## config.mk

```make
export PLATFORM = sky130hd
export DESIGN_NAME = mem_arbiter
export DESIGN_NICKNAME = d
export VERILOG_FILES = /design/src/rtl/mem_arbiter_pkg.sv /design/src/rtl/mem_arbiter_reg.sv /design/src/rtl/mem_arbiter.sv
export SDC_FILE = /design/constraint.sdc
export NUM_CORES = 1
export LEC_CHECK = 0
export CAP_MARGIN = 0
export CELL_PAD_IN_SITES_DETAIL_PLACEMENT = 1
export CELL_PAD_IN_SITES_GLOBAL_PLACEMENT = 2
export CORE_AREA = 2 2 198 200
export DETAILED_ROUTE_END_ITERATION = 8
export DIE_AREA = 0 0 200 202
export PLACE_DENSITY = 0.83
export SYNTH_ARGS = -nofsm -noshare
export SYNTH_HDL_FRONTEND = slang
export SYNTH_HIERARCHICAL = 1
export SYNTH_SLANG_ARGS = --single-unit
```

## constraint.sdc

```tcl
create_clock -name clk -period 14.4 [get_ports clk]
set_input_delay 3.6 -clock clk [delete_from_list [all_inputs] [get_ports clk]]
set_output_delay 3.6 -clock clk [all_outputs]
set_load 0.02 [all_outputs]
```

## src/rtl/mem_arbiter_pkg.sv

```systemverilog
// Shared bus definitions for the data-memory port: widths, arbiter states
// and the latched request payload seen by the downstream memory.
package mem_arbiter_pkg;

    localparam int ADDR_W = 32;
    localparam int DATA_W = 64;
    localparam int STRB_W = 8;

    // Arbiter ownership states; the encodings are shared with IFU and LSU.
    typedef enum logic [1:0] {
        IDLE   = 2'd0,
        IFU_RD = 2'd1,
        LSU_RD = 2'd2,
        LSU_WR = 2'd3
    } state_e;

    // Everything the memory side needs for one transaction.
    typedef struct packed {
        logic [ADDR_W-1:0] r_addr;
        logic [ADDR_W-1:0] w_addr;
        logic [DATA_W-1:0] w_data;
        logic [STRB_W-1:0] w_strb;
    } payload_t;

    localparam int PAYLOAD_W = $bits(payload_t);

endpackage

```

## src/rtl/mem_arbiter_reg.sv

```systemverilog
// Generic load-enable register used to hold the granted request payload.
module mem_arbiter_reg #(
    parameter int W = 8
) (
    input  logic         clk,
    input  logic         rst,
    input  logic         wen_i,
    input  logic [W-1:0] d_i,
    output logic [W-1:0] q_o
);

    logic [W-1:0] data_q;

    // Capture the input only when enabled; clear on reset.
    always_ff @(posedge clk or posedge rst) begin
        if (rst) begin
            data_q <= '0;
        end else if (wen_i) begin
            data_q <= d_i;
        end
    end

    assign q_o = data_q;

endmodule

```

## src/rtl/mem_arbiter.sv

```systemverilog
// Arbiter for the single data-memory port shared by instruction fetch and the
// load/store unit. LSU has fixed priority, IFU is protected by a starvation
// counter, one transaction is in flight at a time and a busy-cycle timeout
// aborts transactions to an unresponsive slave. Flush cancels delivery of an
// IFU response without disturbing the bus handshake.
module mem_arbiter
    import mem_arbiter_pkg::*;
#(
    parameter int STARVE_MAX = 4,
    parameter int TIMEOUT    = 1023
) (
    input  logic              clk,
    input  logic              rst,
    input  logic              flush,
    // instruction fetch, read only
    input  logic              ifu_r_ready,
    input  logic [ADDR_W-1:0] ifu_r_addr,
    output logic              ifu_r_valid,
    output logic [DATA_W-1:0] ifu_r_data,
    // load/store read
    input  logic              lsu_r_ready,
    input  logic [ADDR_W-1:0] lsu_r_addr,
    output logic              lsu_r_valid,
    output logic [DATA_W-1:0] lsu_r_data,
    // load/store write
    input  logic              lsu_w_valid,
    input  logic [ADDR_W-1:0] lsu_w_addr,
    input  logic [DATA_W-1:0] lsu_w_data,
    input  logic [STRB_W-1:0] lsu_w_strb,
    output logic              lsu_w_ready,
    // downstream memory
    output logic              mem_r_ready,
    output logic [ADDR_W-1:0] mem_r_addr,
    input  logic              mem_r_valid,
    input  logic [DATA_W-1:0] mem_r_data,
    output logic              mem_w_valid,
    output logic [ADDR_W-1:0] mem_w_addr,
    output logic [DATA_W-1:0] mem_w_data,
    output logic [STRB_W-1:0] mem_w_strb,
    input  logic              mem_w_ready,
    output logic              bus_timeout
);

    localparam int SC_W = $clog2(STARVE_MAX + 1);
    localparam int TC_W = $clog2(TIMEOUT + 1);

    localparam logic [SC_W-1:0] STARVE_LIM = SC_W'(STARVE_MAX);
    // tmo_q is 0 on the first busy cycle, so TIMEOUT-1 marks the last one.
    localparam logic [TC_W-1:0] TMO_LAST   = TC_W'(TIMEOUT - 1);

    state_e          state_q, state_d;
    logic [SC_W-1:0] starve_q, starve_d;
    logic [TC_W-1:0] tmo_q, tmo_d;
    logic            drop_ifu_q, drop_ifu_d;
    logic            mem_r_ready_q, mem_r_ready_d;
    logic            mem_w_valid_q, mem_w_valid_d;

    logic            grant;
    payload_t        payload_d, payload_q;

    logic            rsp_rd, rsp_wr, tmo_hit, done;
    logic            ifu_fire, lsu_rd_fire, lsu_wr_fire;
    logic            starve_hit;

    assign starve_hit = ifu_r_ready && (starve_q == STARVE_LIM);

    // Work out whether the current transaction ends this cycle and why.
    always_comb begin
        rsp_rd  = mem_r_valid && ((state_q == IFU_RD) || (state_q == LSU_RD));
        rsp_wr  = mem_w_ready && (state_q == LSU_WR);
        // A real response in the final busy cycle beats the abort.
        tmo_hit = (state_q != IDLE) && !(rsp_rd || rsp_wr) && (tmo_q == TMO_LAST);
        done    = rsp_rd || rsp_wr || tmo_hit;
    end

    // Grant selection in IDLE, completion handling while busy, counters and flags.
    always_comb begin
        state_d    = state_q;
        starve_d   = starve_q;
        tmo_d      = '0;
        drop_ifu_d = drop_ifu_q;
        grant      = 1'b0;
        payload_d  = '0;

        case (state_q)
            IDLE: begin
                // A flush while nothing is fetching kills the next fetch.
                if (flush) begin
                    drop_ifu_d = 1'b1;
                end
                if (!ifu_r_ready) begin
                    starve_d = '0;
                end

                if (starve_hit) begin
                    state_d          = IFU_RD;
                    grant            = 1'b1;
                    payload_d.r_addr = ifu_r_addr;
                    starve_d         = '0;
                end else if (lsu_w_valid) begin
                    state_d          = LSU_WR;
                    grant            = 1'b1;
                    payload_d.w_addr = lsu_w_addr;
                    payload_d.w_data = lsu_w_data;
                    payload_d.w_strb = lsu_w_strb;
                end else if (lsu_r_ready) begin
                    state_d          = LSU_RD;
                    grant            = 1'b1;
                    payload_d.r_addr = lsu_r_addr;
                end else if (ifu_r_ready) begin
                    state_d          = IFU_RD;
                    grant            = 1'b1;
                    payload_d.r_addr = ifu_r_addr;
                    starve_d         = '0;
                end

                // An LSU win while IFU waits counts toward the starvation limit.
                if (grant && (state_d != IFU_RD) && ifu_r_ready && (starve_q != STARVE_LIM)) begin
                    starve_d = starve_q + 1'b1;
                end
            end

            default: begin
                if (done) begin
                    state_d = IDLE;
                    // The pending drop was consumed by this fetch.
                    if (state_q == IFU_RD) begin
                        drop_ifu_d = 1'b0;
                    end
                end else begin
                    tmo_d = tmo_q + 1'b1;
                    if ((state_q == IFU_RD) && flush) begin
                        drop_ifu_d = 1'b1;
                    end
                end
            end
        endcase

        // Memory request lines are registered copies of the next ownership.
        mem_r_ready_d = (state_d == IFU_RD) || (state_d == LSU_RD);
        mem_w_valid_d = (state_d == LSU_WR);
    end

    // Arbiter state, counters and registered memory request strobes.
    always_ff @(posedge clk or posedge rst) begin
        if (rst) begin
            state_q       <= IDLE;
            starve_q      <= '0;
            tmo_q         <= '0;
            drop_ifu_q    <= 1'b0;
            mem_r_ready_q <= 1'b0;
            mem_w_valid_q <= 1'b0;
        end else begin
            state_q       <= state_d;
            starve_q      <= starve_d;
            tmo_q         <= tmo_d;
            drop_ifu_q    <= drop_ifu_d;
            mem_r_ready_q <= mem_r_ready_d;
            mem_w_valid_q <= mem_w_valid_d;
        end
    end

    // Request payload is captured once, at grant, and held for the transaction.
    mem_arbiter_reg #(
        .W (PAYLOAD_W)
    ) u_payload (
        .clk   (clk),
        .rst   (rst),
        .wen_i (grant),
        .d_i   (payload_d),
        .q_o   (payload_q)
    );

    // Route the completion to its owner; flush suppresses a fetch on the same cycle.
    always_comb begin
        ifu_fire    = (state_q == IFU_RD) && done && !drop_ifu_q && !flush;
        lsu_rd_fire = (state_q == LSU_RD) && done;
        lsu_wr_fire = (state_q == LSU_WR) && done;
    end

    // Aborted reads return zero data; data is zero whenever no pulse is given.
    assign ifu_r_valid = ifu_fire;
    assign ifu_r_data  = (ifu_fire && rsp_rd) ? mem_r_data : '0;
    assign lsu_r_valid = lsu_rd_fire;
    assign lsu_r_data  = (lsu_rd_fire && rsp_rd) ? mem_r_data : '0;
    assign lsu_w_ready = lsu_wr_fire;
    assign bus_timeout = tmo_hit;

    assign mem_r_ready = mem_r_ready_q;
    assign mem_r_addr  = payload_q.r_addr;
    assign mem_w_valid = mem_w_valid_q;
    assign mem_w_addr  = payload_q.w_addr;
    assign mem_w_data  = payload_q.w_data;
    assign mem_w_strb  = payload_q.w_strb;

endmodule

```

==> flow_summary.ini, run 1 <==
[run_status]
status = finished, final reports clean

[drt]
final_antenna_net_count = 0
wl_met1_um = 12300
wirelength_um = 32200
dr.pass1.iters = 4
top_layer_used = met4
vias = 7141
wl_met2_um = 16700
remaining_drc_errors = 0
routedWlPerCell_um = 18.8
vias_per_cell = 4.16
wl_met3_um = 2770
drt_iter0_markers = 196

[final_layout]
filler_cell_count = 4231
final_util_pct = 37.5
fin_cells = 1715
nNetsFinal = 1432
drive_above_1_share_pct = 15.2
syn_to_final_growth_pct = 75.4

[setup_path]
reg2reg_slack_ns = 11.07
worstSetupEndpoint = ifu_r_data[18]
r2r_end = u_payload/q_o[63]
path_class = input port to primary output
worstPathArrival_ns = 5.73
required_ns = 10.80
worst-path-max-fanout = 64
crit_path_end_kind = primary output
crit_path_start = flush
worst-r2r-cell-count = 6
start_kind = input port
rr_startpoint = state_q[0]

[placement]
dp_cells = 1682
port_buffers = 509
dp_hpwl_um = 25100
gp_congestion = 0.764

[power_and_ir_drop]
ir_worst_vdd_uv = 78.6
power_leakage_uw = 0.00613
p_per_area_nw_per_um2 = 171

[synth]
synth_top_area_share_pct = 47.1
yosys.area_share.adder_pct = 1.38
synthFlopType = dfrtp_1
synthSimpleGateAreaFrac_pct = 20.8
synthesis.nets = 944
synth_top_area_cell = dfrtp_1
syn_inst = 695
syn_area_sq_um = 8190
ys_top_cells_by_area = dfrtp_1, and2_1, mux2_2
ys_seq_elements = 154
yosysSeqAreaShare_pct = 47.1
synth_common_cells = and2_1, dfrtp_1, mux2_2
syn_avg_cell_area_sq_um = 11.8
ys_warn_count = 6
synth_top_family_by_area = simple AND/OR/NAND/NOR gates
yosysMostFrequentCell = and2_1
async_flop_share_pct = 100
synth_cell_types = 44
synth_compound_area_share_pct = 6.08
muxShareOfSynthArea_pct = 20.7
synth-xor-area-share_pct = 0.321
synth_edf_count = 0

[sta]
fmax_mhz = 107
fin_crit_sh_pct = 64.8
worst-slew-pin-transition_ns = 1.17
finalHoldViolCount = 0
setup_viol = 0
final.min_clock_period_ns = 9.33
relSlewSlack_pct = 22.1
fin_skew_ns = 0.0141
rsz0062_at_grt = no
fin_setup_tns_ns = 0
slew_viol_final = 0

[hold_path]
min_from = u_payload/q_o[128]
worstHoldPathType = flip-flop to flip-flop

[grt]
antenna_found_initial = 2
grt.overflow.total = 0
grt_pass1_wl_um = 47400
track_usage_pct = 15.5
grt_max_degree = 105
grt_pass1_vias = 7728

[cts]
htree_levels = 4
post-cts-setup-buffers = 0
clock_path_buffers = 2
clk_pin_slew_ns = 0.07
clk_latency_ns = 0.42
cts_resized = 0
cts_tree = done
numCtsBuffers = 17
clockRootBuffer = clkbuf_16
postCtsHoldBufs = 0
cts.sinks = 154

[floorplan]
coreArea_sq_um = 38300
die_h_um = 202
rows = 72
start_util_pct = 21.4
die_area_sq_um = 40400
die_x_um = 200
io_pins = 510

[flow_run]
max_cap_violations = 0
## cells by family after synthesis
logic type                 Yosys count
AOI/OAI and AO/OA                   61
xor gates and xnor gates             3
adders and majority gates            9
buffers and inverters               59
DFF                                154
muxes                              137
and+or+nand+nor                    272
## final cells by class
class,count,area [sq um],share of cell area (%)
Multi-Input combinational cell,482,4030,28.1
Inverter,11,46.3,0.322
Tap cell,518,648,4.51
Clock buffer,21,450,3.14
Clock inverter,10,168,1.17
Sequential cell,154,3850,26.8
Antenna cell,2,5.00,0.0349
Timing Repair Buffer,517,5150,35.9
## flip-flops by register name, indices dropped and copies added (netlist names)
register / cells
drop_ifu_q: 1
mem_r_ready: 1
mem_w_valid: 1
starve_q: 3
state_q: 2
tmo_q: 10
u_payload/q_o: 136
## critical path, cell delays in order
cell and delay [ns]:
clkdlybuf4s50_1 0.45, nor2_1 0.16, and4_1 0.21, buf_4 0.41
and2_1 0.20, clkdlybuf4s50_1 0.67
## layer usage
layer  track usage, %  vias up
li1                 -     3317
met1             17.0     3499
met2             28.4      306
met3             5.17       19
met4             3.97        0
met5                0        -
## cell usage in the layout, fill, tap and decap left out, types with 8 or more instances in the layout
cell type,count
clkdlybuf4s50_1,509
a22o_1,31
and2_1,236
dfrtp_1,154
buf_4,8
ha_1,9
inv_1,10
mux2_4,40
mux2_2,97
clkbuf_16,17
## metrics by stage
| stage | setup WS (ns) | area, sq um | hold slack (ns) | total power (uW) |
|---|---|---|---|---|
| 3_3_place_gp | 5.09 | 13700 | 0.489 | 1970 |
| 5_1_grt | 4.94 | 14400 | 0.524 | 2590 |
| 6_report | 5.07 | 14400 | 0.507 | 2450 |
| 3_5_place_dp | 5.05 | 13700 | 0.494 | 1990 |
| 4_1_cts | 5.04 | 14400 | 0.509 | 2490 |
| 2_1_floorplan | 6.31 | 8190 | 0.485 | 1410 |
## power by group
group | internal [uW] | switching, uW
Combinational | 651 | 617
Sequential | 602 | 98.1
Clock | 296 | 191
Total | 1550 | 905
## worst min path at each step
stage	end	slack (ns)	cells after the start
finish	u_payload/q_o[128]	0.51	1
global route	u_payload/q_o[121]	0.52	1
CTS	u_payload/q_o[108]	0.51	1
detailed placement	u_payload/q_o[24]	0.49	1
global placement	u_payload/q_o[10]	0.49	1
floorplan	drop_ifu_q	0.49	2
(Power assumes the default switching activity.)
==> run 2, diff against run 1 <==
--- a/config.mk
+++ b/config.mk
@@ -8,10 +8,10 @@
 export CAP_MARGIN = 0
 export CELL_PAD_IN_SITES_DETAIL_PLACEMENT = 1
 export CELL_PAD_IN_SITES_GLOBAL_PLACEMENT = 2
-export CORE_AREA = 2 2 198 200
+export CORE_ASPECT_RATIO = 0.8
+export CORE_UTILIZATION = 21
 export DETAILED_ROUTE_END_ITERATION = 8
-export DIE_AREA = 0 0 200 202
-export PLACE_DENSITY = 0.83
+export PLACE_DENSITY = 0.82
 export SYNTH_ARGS = -nofsm -noshare
 export SYNTH_HDL_FRONTEND = slang
 export SYNTH_HIERARCHICAL = 1
==> constraint.sdc (replaced) <==
create_clock -name clk -period 9.45 [get_ports clk]
set_input_delay 2.3625 -clock clk [delete_from_list [all_inputs] [get_ports clk]]
set_output_delay 2.3625 -clock clk [all_outputs]
set_load 0.02 [all_outputs]
==> run 2 against run 1 <==
- sequential share of layout area unchanged
- worst hold slack improved by 0.00059 ns
- final cell count decreased by 1.4%
- via count about the same
- die area shrank 1.5%
- utilization shrank 0.068 points
- global-route usage increased by 1.2 points
- register-to-register slack worse by 4.5 ns
- worst setup slack got worse by 2.5 ns
- total power up 54%
- first-iteration DRC count is 27% higher
- critical endpoint is now lsu_r_data[62]
- largest cell class unchanged
==> flow_summary.ini, run 2 (same netlist as run 1, synthesis figures left out) <==
[cts]
clk_pin_slew_ns = 0.07
post-cts-setup-buffers = 0
clockRootBuffer = clkbuf_16
cts.sinks = 154
numCtsBuffers = 17
cts_resized = 0
cts_tree = done
clk_latency_ns = 0.45
postCtsHoldBufs = 0
clock_path_buffers = 2
htree_levels = 4

[final_layout]
multi_input_area_sq_um = 4040
filler_cell_count = 4270
seqCellArea_sq_um = 3850
finalInstanceArea_sq_um = 14400
largest_register_ffs = 136
syn_to_final_growth_pct = 75.4
drive_above_1_share_pct = 15.3
final_cell_mix = clkdlybuf4s50_1, and2_1, dfrtp_1, mux2_2, mux2_4
fin_cells = 1691
layout_commonest_cell = clkdlybuf4s50_1
nNetsFinal = 1429

[power_and_ir_drop]
ir_worst_vdd_uv = 240
p_per_area_nw_per_um2 = 263
power_leakage_uw = 0.00614
p_comb_share_pct = 51.5
p_switching_uw = 1430
power_frac_seq_pct = 28.2
power.internal_uw = 2350
clkPwrFrac_pct = 20.3
switching_share_pct = 37.9

[drt]
vias_per_cell = 4.22
dr.pass1.iters = 4
vias = 7140
wirelength_um = 34000
routedWlPerCell_um = 20.1
remaining_drc_errors = 0
drt_iter0_markers = 248
final_antenna_net_count = 0

[grt]
antenna_found_initial = 4
grt_pass1_wl_um = 49200
grt_max_degree = 137
track_usage_pct = 16.7
grt.overflow.total = 0
grt_pass1_vias = 7619

[sta]
slew_viol_final = 0
timing.final.ws_setup_ns = 2.57
finalHoldViolCount = 0
rsz0062_at_grt = no
relSlewSlack_pct = 35.9
worst-slew-pin-transition_ns = 0.961
fin_setup_tns_ns = 0
fin_crit_sh_pct = 72.8
whs_ns = 0.508
setup_viol = 0
fmax_mhz = 145
final.min_clock_period_ns = 6.88
fin_skew_ns = 0.0144

[floorplan]
io_pins = 510
coreArea_sq_um = 38400
die_h_um = 179
rows = 64
start_util_pct = 21.3
die_x_um = 223
die_area_sq_um = 39800

[setup_path]
crit_top_cell = clkdlybuf4s50_1
cp_cell_sequence = clkdlybuf4s50_1, and3_1, buf_4, and2_1, clkdlybuf4s50_1
worst-path-max-fanout = 64
start_kind = input port
required_ns = 7.09
worstPathArrival_ns = 4.52
worst_path_largest_cell_delay_ns = 0.65
path_class = input port to primary output
crit_path_end_kind = primary output
slowest_stage = clkdlybuf4s50_1

[placement]
dp_cells = 1656
place_area_sq_um = 13700
dp_hpwl_um = 26100
port_buffers = 509
pre_cts_ws_ns = 2.55
gp_congestion = 0.863

[run_status]
status = finished, final reports clean

[hold_path]
worstHoldPathType = flip-flop to flip-flop

[flow_run]
max_cap_violations = 0
run 2: cell count changes in the layout (fill, tap and decap cells not counted), sizes merged:
cell / change
bufinv: -1
diode: +1
buf: -3
clkinvlp: -1
clkbuf: -3
inv: +3
clkinv: +3
run 2: cell type report:
type / count / area share [%]
diodes: 3 / 0.0523
clock inverters: 14 / 1.46
well taps: 495 / 4.31
inverters: 11 / 0.322
repair buffers: 514 / 35.8
flip-flops and latches: 154 / 26.8
clock buffers: 18 / 3.06
multi-input cells: 482 / 28.1
run 2: worst paths after layout:
check                                    from                  to  slack [ns]  cells past startpoint
max                               mem_r_valid      lsu_r_data[62]        2.57                      5
min                        u_payload/q_o[116]  u_payload/q_o[116]        0.51                      1
max reg2reg                        state_q[1]         mem_r_ready        6.53                      6
min reg2reg                u_payload/q_o[116]  u_payload/q_o[116]        0.51                      1
max in group asynchronous                 rst   u_payload/q_o[56]        5.59                      3
min in group asynchronous                 rst  u_payload/q_o[120]        2.42                      2
run 2: layer usage:
| metal | vias to the layer above | routed length (um) | GRT usage, % |
|---|---|---|---|
| met5 | - | 8 | 0 |
| met4 | 2 | 383 | 4.60 |
| met3 | 19 | 2610 | 6.51 |
| met2 | 282 | 17600 | 29.1 |
| met1 | 3520 | 13400 | 18.9 |
| li1 | 3317 | - | - |
run 2: power by group through the flow:
stage	clock, uW	combinational [uW]	sequential [uW]
after floorplan	0	786	1360
after global placement	0	1950	1060
after detailed placement	0	1960	1080
after CTS	794	1970	1070
after global routing	816	2060	1100
final	766	1950	1060
run 2: critical path: cells and delay by family:
family        cells  cell delay [ns]
buf+inv           3             1.62
simple gates      2             0.50
run 2: metrics by stage:
step / utilization, % / total power (uW)
after floorplan: - / 2150
after global placement: 35.7 / 3000
after detailed placement: 35.7 / 3040
after CTS: 37.4 / 3840
after global routing: 37.4 / 3980
final: 37.4 / 3780
==> run 3, diff against run 2 <==
==> constraint.sdc (replaced) <==
create_clock -name clk -period 6.8 [get_ports clk]
set_input_delay 1.7 -clock clk [delete_from_list [all_inputs] [get_ports clk]]
set_output_delay 1.7 -clock clk [all_outputs]
set_load 0.02 [all_outputs]
==> run 3 against run 2 <==
- global-route usage rose by 0.064 points
- non-clock buffer count did not move
- combinational power rose by 38%
- wire length fell by 0.45%
- worst hold slack got worse by 0.00094 ns
- critical path type unchanged
- critical endpoint is now ifu_r_data[62]
- highest routed layer is now met4
==> flow_summary.ini, run 3 (same netlist as run 1, synthesis figures left out) <==
[sta]
fin_skew_ns = 0.0123
rsz0062_at_grt = no
worst-slew-pin-transition_ns = 1.01
setup_viol = 0
relSlewSlack_pct = 32.4
finalHoldViolCount = 0
fin_crit_sh_pct = 81.0
slew_viol_final = 0
fin_setup_tns_ns = 0
final.min_clock_period_ns = 5.51
fmax_mhz = 182

[cts]
clockRootBuffer = clkbuf_16
clk_pin_slew_ns = 0.06
cts.sinks = 154
clock_path_buffers = 2
postCtsHoldBufs = 0
clk_latency_ns = 0.44
numCtsBuffers = 17
cts_tree = done
htree_levels = 4
post-cts-setup-buffers = 0
cts_resized = 0

[grt]
grt_max_degree = 118
antenna_found_initial = 5
grt.overflow.total = 0
track_usage_pct = 16.7
grt_pass1_vias = 7747
grt_pass1_wl_um = 49600

[drt]
wirelength_um = 33800
final_antenna_net_count = 0
remaining_drc_errors = 0
dr.pass1.iters = 4
vias = 7048
drt_iter0_markers = 270
vias_per_cell = 4.17
routedWlPerCell_um = 20.0

[floorplan]
coreArea_sq_um = 38400
io_pins = 510
rows = 64
die_h_um = 179
start_util_pct = 21.3
die_x_um = 223
die_area_sq_um = 39800

[power_and_ir_drop]
p_comb_share_pct = 52.6
power_frac_seq_pct = 28.8
p_switching_uw = 1980
p_per_area_nw_per_um2 = 359
power.internal_uw = 3140
switching_share_pct = 38.7
power_uw = 5130
power_leakage_uw = 0.00610
clkPwrFrac_pct = 18.5
ir_worst_vdd_uv = 233

[hold_path]
min_from = u_payload/q_o[129]
worstHoldPathType = flip-flop to flip-flop

[setup_path]
worst-path-max-fanout = 64
worst_path_largest_cell_delay_ns = 0.66
crit_top_cell = clkdlybuf4s50_1
worstPathArrival_ns = 3.81
slowest_stage = clkdlybuf4s50_1
start_kind = input port
crit_path_start = flush
reg2reg_slack_ns = 3.72
cp_cell_sequence = clkdlybuf4s50_1, nor2_1, and4_1, buf_4, and2_1, clkdlybuf4s50_1
rr_startpoint = state_q[1]
path_class = input port to primary output
required_ns = 5.10
crit_path_end_kind = primary output

[flow_run]
max_cap_violations = 0

[run_status]
status = finished, final reports clean

[final_layout]
layout_commonest_cell = clkdlybuf4s50_1
filler_cell_count = 4253
nNetsFinal = 1429
largest_register_ffs = 136
final_cell_mix = clkdlybuf4s50_1, and2_1, dfrtp_1, mux2_2, mux2_4
drive_above_1_share_pct = 15.3
fin_cells = 1692
syn_to_final_growth_pct = 74.4

[placement]
gp_congestion = 0.848
dp_cells = 1656
dp_hpwl_um = 26100
port_buffers = 509
run 3: area by class of cell:
cell class                 instances  area (sq um)  area share [%]
inverter                          11          46.3           0.324
antenna                            4          10.0          0.0701
clock buffer                      18           439            3.08
clock inverter                    14           130           0.911
timing repair buffer             514          5140            36.0
tap                              495           619            4.34
multi-input combinational        482          4040            28.3
sequential                       154          3850            27.0
run 3: layer usage:
metal	GRT usage (%)	wire [um]	up-vias	share of wire, %
li1	-	-	3316	-
met1	18.9	13300	3417	39
met2	28.6	17200	281	51
met3	6.54	2610	34	7.7
met4	6.18	680	0	2.0
met5	0	0	-	0
run 3: final timing paths:
kind | to | cells after the start
worst max-delay path | ifu_r_data[62] | 6
worst min-delay path | u_payload/q_o[129] | 1
worst max register to register | u_payload/q_o[14] | 5
worst min register to register | u_payload/q_o[129] | 1
max in group asynchronous | u_payload/q_o[121] | 3
min in group asynchronous | mem_r_ready | 2
run 3: worst max-delay path: cells and delay by family:
| family | cells | cell delay, ns |
|---|---|---|
| AND/OR/NAND/NOR | 3 | 0.55 |
| buffers and inverters | 3 | 1.53 |
run 3: power by group through the flow:
stage          Combinational, uW  Sequential (uW)  Clock, uW
2_1_floorplan               1090             1890          0
3_3_place_gp                2700             1470          0
3_5_place_dp                2730             1490          0
4_1_cts                     2740             1480        994
5_1_grt                     2860             1530       1020
6_report                    2700             1480        951
run 3: metrics by stage:
| step | worst slack, ns | cell area [sq um] | hold slack (ns) | util [%] |
|---|---|---|---|---|
| 3_3_place_gp | 1.28 | 13700 | 0.489 | 35.7 |
| 6_report | 1.29 | 14300 | 0.507 | 37.2 |
| 3_5_place_dp | 1.27 | 13700 | 0.492 | 35.7 |
| 5_1_grt | 1.15 | 14300 | 0.523 | 37.2 |
| 4_1_cts | 1.27 | 14300 | 0.511 | 37.2 |
| 2_1_floorplan | 1.46 | 8190 | 0.485 | - |
